$ cat src/rtl/maxnet_pkg.sv
// Shared helpers for the Maxnet processing-logic units: width derivation and Q-format constants.
package maxnet_pkg;

  localparam int DEF_N_CH   = 4;
  localparam int DEF_DATA_W = 16;
  localparam int DEF_FRAC_W = 8;

  // Ceiling log2; clog2(1) = 0.
  function automatic int clog2(input int value);
    int r = 0;
    int v = value - 1;
    while (v > 0) begin
      r++;
      v = v >> 1;
    end
    return r;
  endfunction

  // Tree output width: full product minus dropped fraction, plus one growth bit per tree level.
  function automatic int calc_acc_w(input int n_ch, input int data_w, input int frac_w);
    return 2 * data_w - frac_w + clog2(n_ch);
  endfunction

  // The value 1.0 in Q(data_w-frac_w).frac_w.
  function automatic longint q_one(input int frac_w);
    return longint'(1) << frac_w;
  endfunction

  // Largest positive value representable in data_w signed bits.
  function automatic longint sat_max(input int data_w);
    return (longint'(1) << (data_w - 1)) - 1;
  endfunction

  function automatic bit is_pow2_ge2(input int n);
    return (n >= 2) && ((n & (n - 1)) == 0);
  endfunction

endpackage

$ cat src/rtl/plu_relu_sat.sv
// ReLU followed by saturation to the positive range of the output word.
module plu_relu_sat
  import maxnet_pkg::*;
#(
  parameter int ACC_W  = 34,
  parameter int DATA_W = 16
) (
  input  logic signed [ACC_W-1:0]  sum,
  output logic        [DATA_W-1:0] y
);

  localparam logic signed [ACC_W-1:0] SAT_MAX = ACC_W'(sat_max(DATA_W));

  // Negative sums clamp to zero, oversized positive sums clamp to SAT_MAX.
  always_comb begin
    y = sum[DATA_W-1:0];
    if (sum[ACC_W-1]) begin
      y = '0;
    end else if (sum > SAT_MAX) begin
      y = SAT_MAX[DATA_W-1:0];
    end
  end

endmodule

$ cat src/rtl/maxnet_plu_pipe.sv
// One Maxnet neuron: y = sat(ReLU(sum a_i*w_i)) as a stallable pipeline
// (product regs, registered adder tree, output reg) with runtime-loadable weights.
module maxnet_plu_pipe
  import maxnet_pkg::*;
#(
  parameter int N_CH   = 4,
  parameter int DATA_W = 16,
  parameter int FRAC_W = 8
) (
  input  logic                     clk,
  input  logic                     rst_n,
  input  logic                     w_load,
  input  logic [N_CH*DATA_W-1:0]   w_in,
  input  logic                     in_valid,
  output logic                     in_ready,
  input  logic [N_CH*DATA_W-1:0]   in_act,
  output logic                     out_valid,
  input  logic                     out_ready,
  output logic [DATA_W-1:0]        out_act,
  output logic                     out_nz
);

  localparam int L      = clog2(N_CH);
  localparam int PROD_W = 2 * DATA_W - FRAC_W;
  localparam int ACC_W  = calc_acc_w(N_CH, DATA_W, FRAC_W);

  if (!is_pow2_ge2(N_CH)) begin : g_bad_n_ch
    $error("maxnet_plu_pipe: N_CH must be a power of 2 and >= 2");
  end
  if (FRAC_W < 0 || FRAC_W >= DATA_W) begin : g_bad_frac_w
    $error("maxnet_plu_pipe: FRAC_W must satisfy 0 <= FRAC_W < DATA_W");
  end

  // vld[0] = product stage, vld[1..L] = tree levels, vld[L+1] = output register
  logic [L+1:0]             vld;
  logic                     adv;
  logic [N_CH*DATA_W-1:0]   w_reg;
  logic signed [ACC_W-1:0]  tree_sum;
  logic [DATA_W-1:0]        sat_y;

  assign adv       = !vld[L+1] | out_ready;
  assign in_ready  = adv;
  assign out_valid = vld[L+1];

  // Signed product with the fraction dropped by floor (arithmetic shift).
  function automatic logic signed [PROD_W-1:0] mul_q(input logic signed [DATA_W-1:0] a,
                                                     input logic signed [DATA_W-1:0] w);
    logic signed [2*DATA_W-1:0] full;
    full = $signed({{DATA_W{a[DATA_W-1]}}, a}) * $signed({{DATA_W{w[DATA_W-1]}}, w});
    return full[2*DATA_W-1:FRAC_W];
  endfunction

  // Weight registers; loads are honoured even while the pipeline is stalled.
  always_ff @(posedge clk or negedge rst_n) begin
    if (!rst_n) begin
      w_reg <= '0;
    end else if (w_load) begin
      w_reg <= w_in;
    end
  end

  // Valid bits shift together on advance; empty slots become bubbles.
  always_ff @(posedge clk or negedge rst_n) begin
    if (!rst_n) begin
      vld <= '0;
    end else if (adv) begin
      vld <= {vld[L:0], in_valid};
    end
  end

  for (genvar l = 0; l <= L; l++) begin : g_lvl
    localparam int NW = PROD_W + l;
    localparam int NN = N_CH >> l;
    logic signed [NW-1:0] node [NN];

    if (l == 0) begin : g_mul
      // Capture products of an accepted sample against the weights held before this edge.
      always_ff @(posedge clk or negedge rst_n) begin
        if (!rst_n) begin
          for (int i = 0; i < NN; i++) node[i] <= '0;
        end else if (adv && in_valid) begin
          for (int i = 0; i < NN; i++)
            node[i] <= mul_q(in_act[i*DATA_W +: DATA_W], w_reg[i*DATA_W +: DATA_W]);
        end
      end
    end else begin : g_add
      // Pairwise sums, each operand sign-extended by one bit so the level cannot overflow.
      always_ff @(posedge clk or negedge rst_n) begin
        if (!rst_n) begin
          for (int j = 0; j < NN; j++) node[j] <= '0;
        end else if (adv && vld[l-1]) begin
          for (int j = 0; j < NN; j++)
            node[j] <= {g_lvl[l-1].node[2*j][NW-2],   g_lvl[l-1].node[2*j]} +
                       {g_lvl[l-1].node[2*j+1][NW-2], g_lvl[l-1].node[2*j+1]};
        end
      end
    end
  end

  assign tree_sum = g_lvl[L].node[0];

  plu_relu_sat #(
    .ACC_W  (ACC_W),
    .DATA_W (DATA_W)
  ) u_relu_sat (
    .sum (tree_sum),
    .y   (sat_y)
  );

  // Output register; holds its last value while no valid result is arriving.
  always_ff @(posedge clk or negedge rst_n) begin
    if (!rst_n) begin
      out_act <= '0;
      out_nz  <= 1'b0;
    end else if (adv && vld[L]) begin
      out_act <= sat_y;
      out_nz  <= |sat_y;
    end
  end

endmodule
$ cat config.mk
export PLATFORM = sky130hd
export DESIGN_NAME = maxnet_plu_pipe
export DESIGN_NICKNAME = d
export VERILOG_FILES = /design/src/rtl/maxnet_pkg.sv /design/src/rtl/plu_relu_sat.sv /design/src/rtl/maxnet_plu_pipe.sv
export SDC_FILE = /design/constraint.sdc
export NUM_CORES = 2
export LEC_CHECK = 0
export BUFFER_PORTS_ARGS = -buffer_cell sky130_fd_sc_hd__buf_2
export CELL_PAD_IN_SITES_DETAIL_PLACEMENT = 0
export CELL_PAD_IN_SITES_GLOBAL_PLACEMENT = 2
export CORE_MARGIN = 8
export CORE_UTILIZATION = 46
export DETAILED_ROUTE_END_ITERATION = 10
export PLACE_DENSITY_LB_ADDON = 0.25
export SLEW_MARGIN = 5
export SYNTH_ARGS = -nofsm -noshare
export SYNTH_HDL_FRONTEND = slang
export SYNTH_SLANG_ARGS = --single-unit
export TNS_END_PERCENT = 100
$ cat constraint.sdc
create_clock -name clk -period 17 [get_ports clk]
set_input_delay 2.55 -clock clk [delete_from_list [all_inputs] [get_ports clk]]
set_output_delay 2.55 -clock clk [all_outputs]
set_load 0.01 [all_outputs]
## Yosys cells after proc, flatten, opt, wreduce, memory -nomap -nowiden

Cells that the tools add are included.

| operators by class | value |
|---|---|
| shift operators | 0 |
| multiply operators | 4 |
| bitwise operators | 1 |
| multiplexer cells | 2 |
| equality and inequality tests | 0 |
| $lt $le $gt $ge | 1 |
| reduce and logical (&&, ||, !) cells | 6 |
| $add $sub $neg | 3 |
| div/mod/pow operators | 0 |

Operators by type and width:

| cell | number |
|---|---|
| $mul A16 B16 Y32 | 4 |
| $add A24 B24 Y25 | 2 |
| $mux W16 | 2 |
| $add A25 B25 Y26 | 1 |
| $gt A26 B16 Y1 const B | 1 |
| $reduce_or A16 Y1 | 1 |
| $logic_and A1 B1 Y1 | 4 |
| $logic_not A1 Y1 | 1 |
| $or A1 B1 Y1 | 1 |

| storage, ports and cells | value |
|---|---|
| memories kept | 0 |
| memory bits (read-only) | 0 |
| memory bits (writable) | 0 |
| bits in registers | 257 |
| latch bits | 0 |
| output and inout port bits | 19 |

## Depth between registers and ports, before layout

| logic depth | value |
|---|---|
| depth after elaboration | 4 |
| mapped depth | 26 |
| gate-level depth less buffers | 24 |

## Cells and area by module

From an unflattened synthesis, not the netlist that was laid out.

| unflattened totals | value |
|---|---|
| cells, all modules | 5401 |
| area, all modules | 50865.0 um^2 |

By module, submodules not included:

| module | area an instance (um^2) | times used | cells each |
|---|---|---|---|
| maxnet_plu_pipe | 50603.5 | 1 | 5361 |
| plu_relu_sat | 261.5 | 1 | 40 |

## Worst setup path before layout

Ideal clock, no wire load.

| path | value |
|---|---|
| kind | input -> register |
| from | input port in_act[63] |
| to | register g_lvl[0].node[23] (netlist name) |
| required time | 16.931 ns |
| stages on the path | 21 |
| arrival | 8.455 ns |
| library setup time | 0.069 ns |
| slack | 8.476 ns |
| cells stage by stage | clkbuf_1 > nand2_1 > inv_1 > fa_1 > fa_1 > fa_1 > fa_1 > fa_1 > inv_1 > fa_1 > inv_1 > ha_1 > a21o_1 > a21o_1 > a21oi_1 > and3b_1 > and3_1 > nor2_1 > a211o_1 > or4_1 > nand3_1 |

| between the ends | value |
|---|---|
| longest elaborated chain between the ends | 1 |

Ends and longest elaborated chain:

| element | line | text |
|---|---|---|
| start: declaration | maxnet_plu_pipe.sv:16 | `input logic [N_CH*DATA_W-1:0] in_act,` |
| $mul A16 B16 Y32 | maxnet_plu_pipe.sv:49 | `full = $signed({{DATA_W{a[DATA_W-1]}}, a}) * $signed({{DATA_W{w[DATA_W-1]}}, w});` |
| end signal: indexed assignment | maxnet_plu_pipe.sv:83 | `node[i] <= mul_q(in_act[i*DATA_W +: DATA_W], w_reg[i*DATA_W +: DATA_W]);` |
| end: declaration | maxnet_plu_pipe.sv:74 | `logic signed [NW-1:0] node [NN];` |

Every way passes these cells.
A chain may end at the register's enable or synchronous reset.

## Worst setup path in the final report

Ends and elaborated chain as after synthesis.

==> impl_results.md <==
- Worst min-delay path class: reg2reg
- Pin count of the biggest net entering global routing: 95
- CTS tree: done
- Fin crit share: 49.04%
- Row Count: 122
- Vias per cell: 5.075
- Avg Cell Area, Syn: 9.364 um2
- Final instance area: 54090 um2
- Reg2reg start: w_reg[52]
- Setup TNS: 0 ns
- Max Fclk: 0.1200 GHz
- Sequential share of the synthesized area: 12.65%
- PortBufs: 151
- WL final: approximately 120 mm
- WS Path Type: in2reg
- Grt total ovfl: 0
- Crit-path cells: buf_2 -> nand2_1 -> inv_1 -> fa_1 -> fa_1 -> fa_1 -> fa_1 -> fa_1 -> inv_1 -> fa_1 -> inv_1 -> ha_1 -> a21o_1 -> a21o_1 -> a21oi_1 -> and3b_1 -> and3_1 -> nor2_1 -> a211o_1 -> or4_1 -> nand3_1
- Ys flop type: dfrtp_1
- Die Wd: 348.4 um
- Synth top area share: 41.24%
- Most common cell on crit path: fa_1
- Final #Nets: 7008
- Fraction of registers with async set/reset: 100.0%
- Global Route Usage Sum: 20.64%
- Cells taking the most area after synthesis: fa_1, dfrtp_1, ha_1
- CP Capture Type: flip-flop
- Final setup fails: 0
- Wire per inst: 17.45 um
- First-pass GRT wire length: slightly above 200 mm
- Fin crit period: 8.336 ns
- Crit start category: input pin
- Worst-path fanout max: 16
- CP max-delay cell: fa_1
- Synth Net Count: approximately 7000
- Clk_lat worst skew: 0.59 ns
- Clock Path Buffers: 3
- Register clock-pin slew on the reported worst setup and hold paths: 0.07 ns
- RSZ-0062 raised after global routing: no
- Root buffer cell: clkbuf_16
- Placement Cell Area: 52870 um2
- Rel. slew slack: between 40% and 50%
- Worst-margin pin slew: between 0.8 and 0.9 ns
- Buffers plus inverters on the worst setup path: 4
- H-tree Lvls: 2
- Initial Util: 46.12%
- Status: complete, no violations
- Final Skew: 0.02169 ns
- Max-cap violations: 0
- Post-synthesis register bit count: 257
- Worst EP arrival: 8.86 ns
- Post-CTS sizing: 0
- Drt first pass iters: 5
- Fin Hold WS: slightly below 0.5 ns
- Vias in the first global route: 38450
- Syn Std Cell Area: 50830 um2
- CTS Sinks: 257
- Area grow syn2layout: 6.418%
- Yosys cell types: 69
- Setup Fix Bufs, Post-CTS: 0
- Hold Vio Cnt, Final: 0
- Reg2reg path depth: 20
- Reg2reg end: g_lvl[0].node[23]
- Stages on worst setup path: 21
- GRT busiest layer: met2
- Critical Path Max Stage Delay: approximately 0.89 ns
- Worst R2R Setup Slack: 10.15 ns
- Synth area leader: fa_1
- Core area: 110200 um2
- Worst Path Required: ~18 ns
- EDFF count, synth: 0
- CP Capture Point: g_lvl[0].node[23]
- Critical path origin: in_act[63]
- I/O pin cnt: approximately 150
- Final core utilization: 49.08%
- Detailed-route DRC error count: 0
- GPL Wtd Cong: just over 0.8
- Final antenna-violating net count: 0
- Die Height: 348.4 um
- Initial DRC Count: 1497
- Met1 Use GR: a little over a quarter
- Syn Inst Count: roughly 5400
- Full die area: between 100000 and 150000 um2
- HPWL after DPL: approximately 98 mm
- Global Route met2 Usage: a little under two fifths
- Antenna violations before repair: 1
- Ratio of cells with drive above 1 in the final layout: between 5 and 6%
- Via count: 35300
- TritonCTS buffer count: 37
- Delay-heaviest family, CP: adder cells
- Max FFs per register: 172
- GR Util met3: between 2 and 2.5%
- Max Slew Vio Count: 0
- CTS Hold Bufs: 0
- Synth Warn #: 0
[kinds of logic after synthesis]
kind of cell / Yosys count / synth area share [%]
buffers and inverters: 1423 / 10.51
AOI/OAI and AO/OA: 565 / 7.075
DFF: 257 / 12.65
adders and majority gates: 1436 / 50.81
muxes: 74 / 1.622
and+or+nand+nor: 1507 / 14.47
xor gates and xnor gates: 166 / 2.861
[cells in the final DEF (no fill, tap or decap), types with 56 or more instances in the layout]
cell | Yosys | final
a21o_1 | 56 | 56
a21oi_1 | 109 | 109
and2_1 | 477 | 477
buf_2 | 0 | 149
dfrtp_1 | 257 | 257
fa_1 | 1047 | 1047
ha_1 | 389 | 389
inv_1 | 1225 | 1225
mux2_2 | 67 | 67
nand2_1 | 712 | 710
nor2_1 | 113 | 113
o21ai_0 | 191 | 191
xnor2_1 | 108 | 108
xor2_1 | 58 | 58
[per-stage QoR]
step,std cells,worst slack (ns)
2_1_floorplan,5428,8.476
3_3_place_gp,6888,8.178
3_5_place_dp,6888,8.056
4_1_cts,6954,8.703
5_1_grt,6954,8.321
6_report,6955,8.664
[how the worst min path moves through the flow]
stage,startpoint,depth (start not counted),slack [ns],endpoint
final,out_act[11],2,0.48,out_act[11]
after floorplan,vld[2],2,0.44,vld[3]
after global routing,g_lvl[1].node[14],1,0.50,g_lvl[1].node[14]
after global placement,out_act[6],2,0.46,out_act[6]
after CTS,out_act[13],2,0.48,out_act[13]
after detailed placement,out_act[13],2,0.47,out_act[13]
[layer usage]
layer	wire [um]	vias up	share of wire, %
met1	50740	18190	42
met5	8	-	0.0066
li1	-	16430	-
met4	3969	2	3.3
met3	3500	190	2.9
met2	63150	483	52
[synth_stat cells, types with 8 or more instances]
cell type	n
clkbuf_1	188
o31ai_1	30
nor3_1	21
a21o_1	56
nand2_1	712
dfrtp_1	257
a211o_1	9
nor2_1	113
nor3b_1	14
ha_1	389
o41ai_1	8
nor2b_1	10
a21oi_1	109
o21ai_0	191
fa_1	1047
nand4_1	24
o21bai_1	22
xnor2_1	108
buf_1	10
and2_1	477
o21a_1	27
a31oi_1	21
o21ai_1	8
a211oi_1	15
nand2b_1	37
or3_1	9
o211ai_1	19
nor4_1	8
inv_1	1225
and3_1	17
xor2_1	58
mux2_2	67
nand3_1	39
[worst reg2reg max path, stage by stage, from the launching register on]
cell and delay (ns):
dfrtp_1 0.76, nand2_1 0.27, fa_1 0.58, inv_1 0.07
fa_1 0.78, fa_1 0.54, fa_1 0.52, fa_1 0.49
inv_1 0.05, fa_1 0.47, inv_1 0.04, ha_1 0.33
a21o_1 0.18, a21o_1 0.16, a21oi_1 0.22, and3b_1 0.18
and3_1 0.19, nor2_1 0.08, a211o_1 0.31, or4_1 0.48
nand3_1 0.08
[cell type report]
class,instances,area (um2)
fillers,10720,56120
multi-input cells,3748,39070
flip-flops and latches,257,6431
inverters,1225,4598
well taps,1488,1862
clock buffers,50,1097
repair buffers,170,910.9
clock inverters,16,117.6
diodes,1,2.502
Power is not shown: default switching activity piles up to over one toggle a cycle in this logic, so the estimate is an artifact.
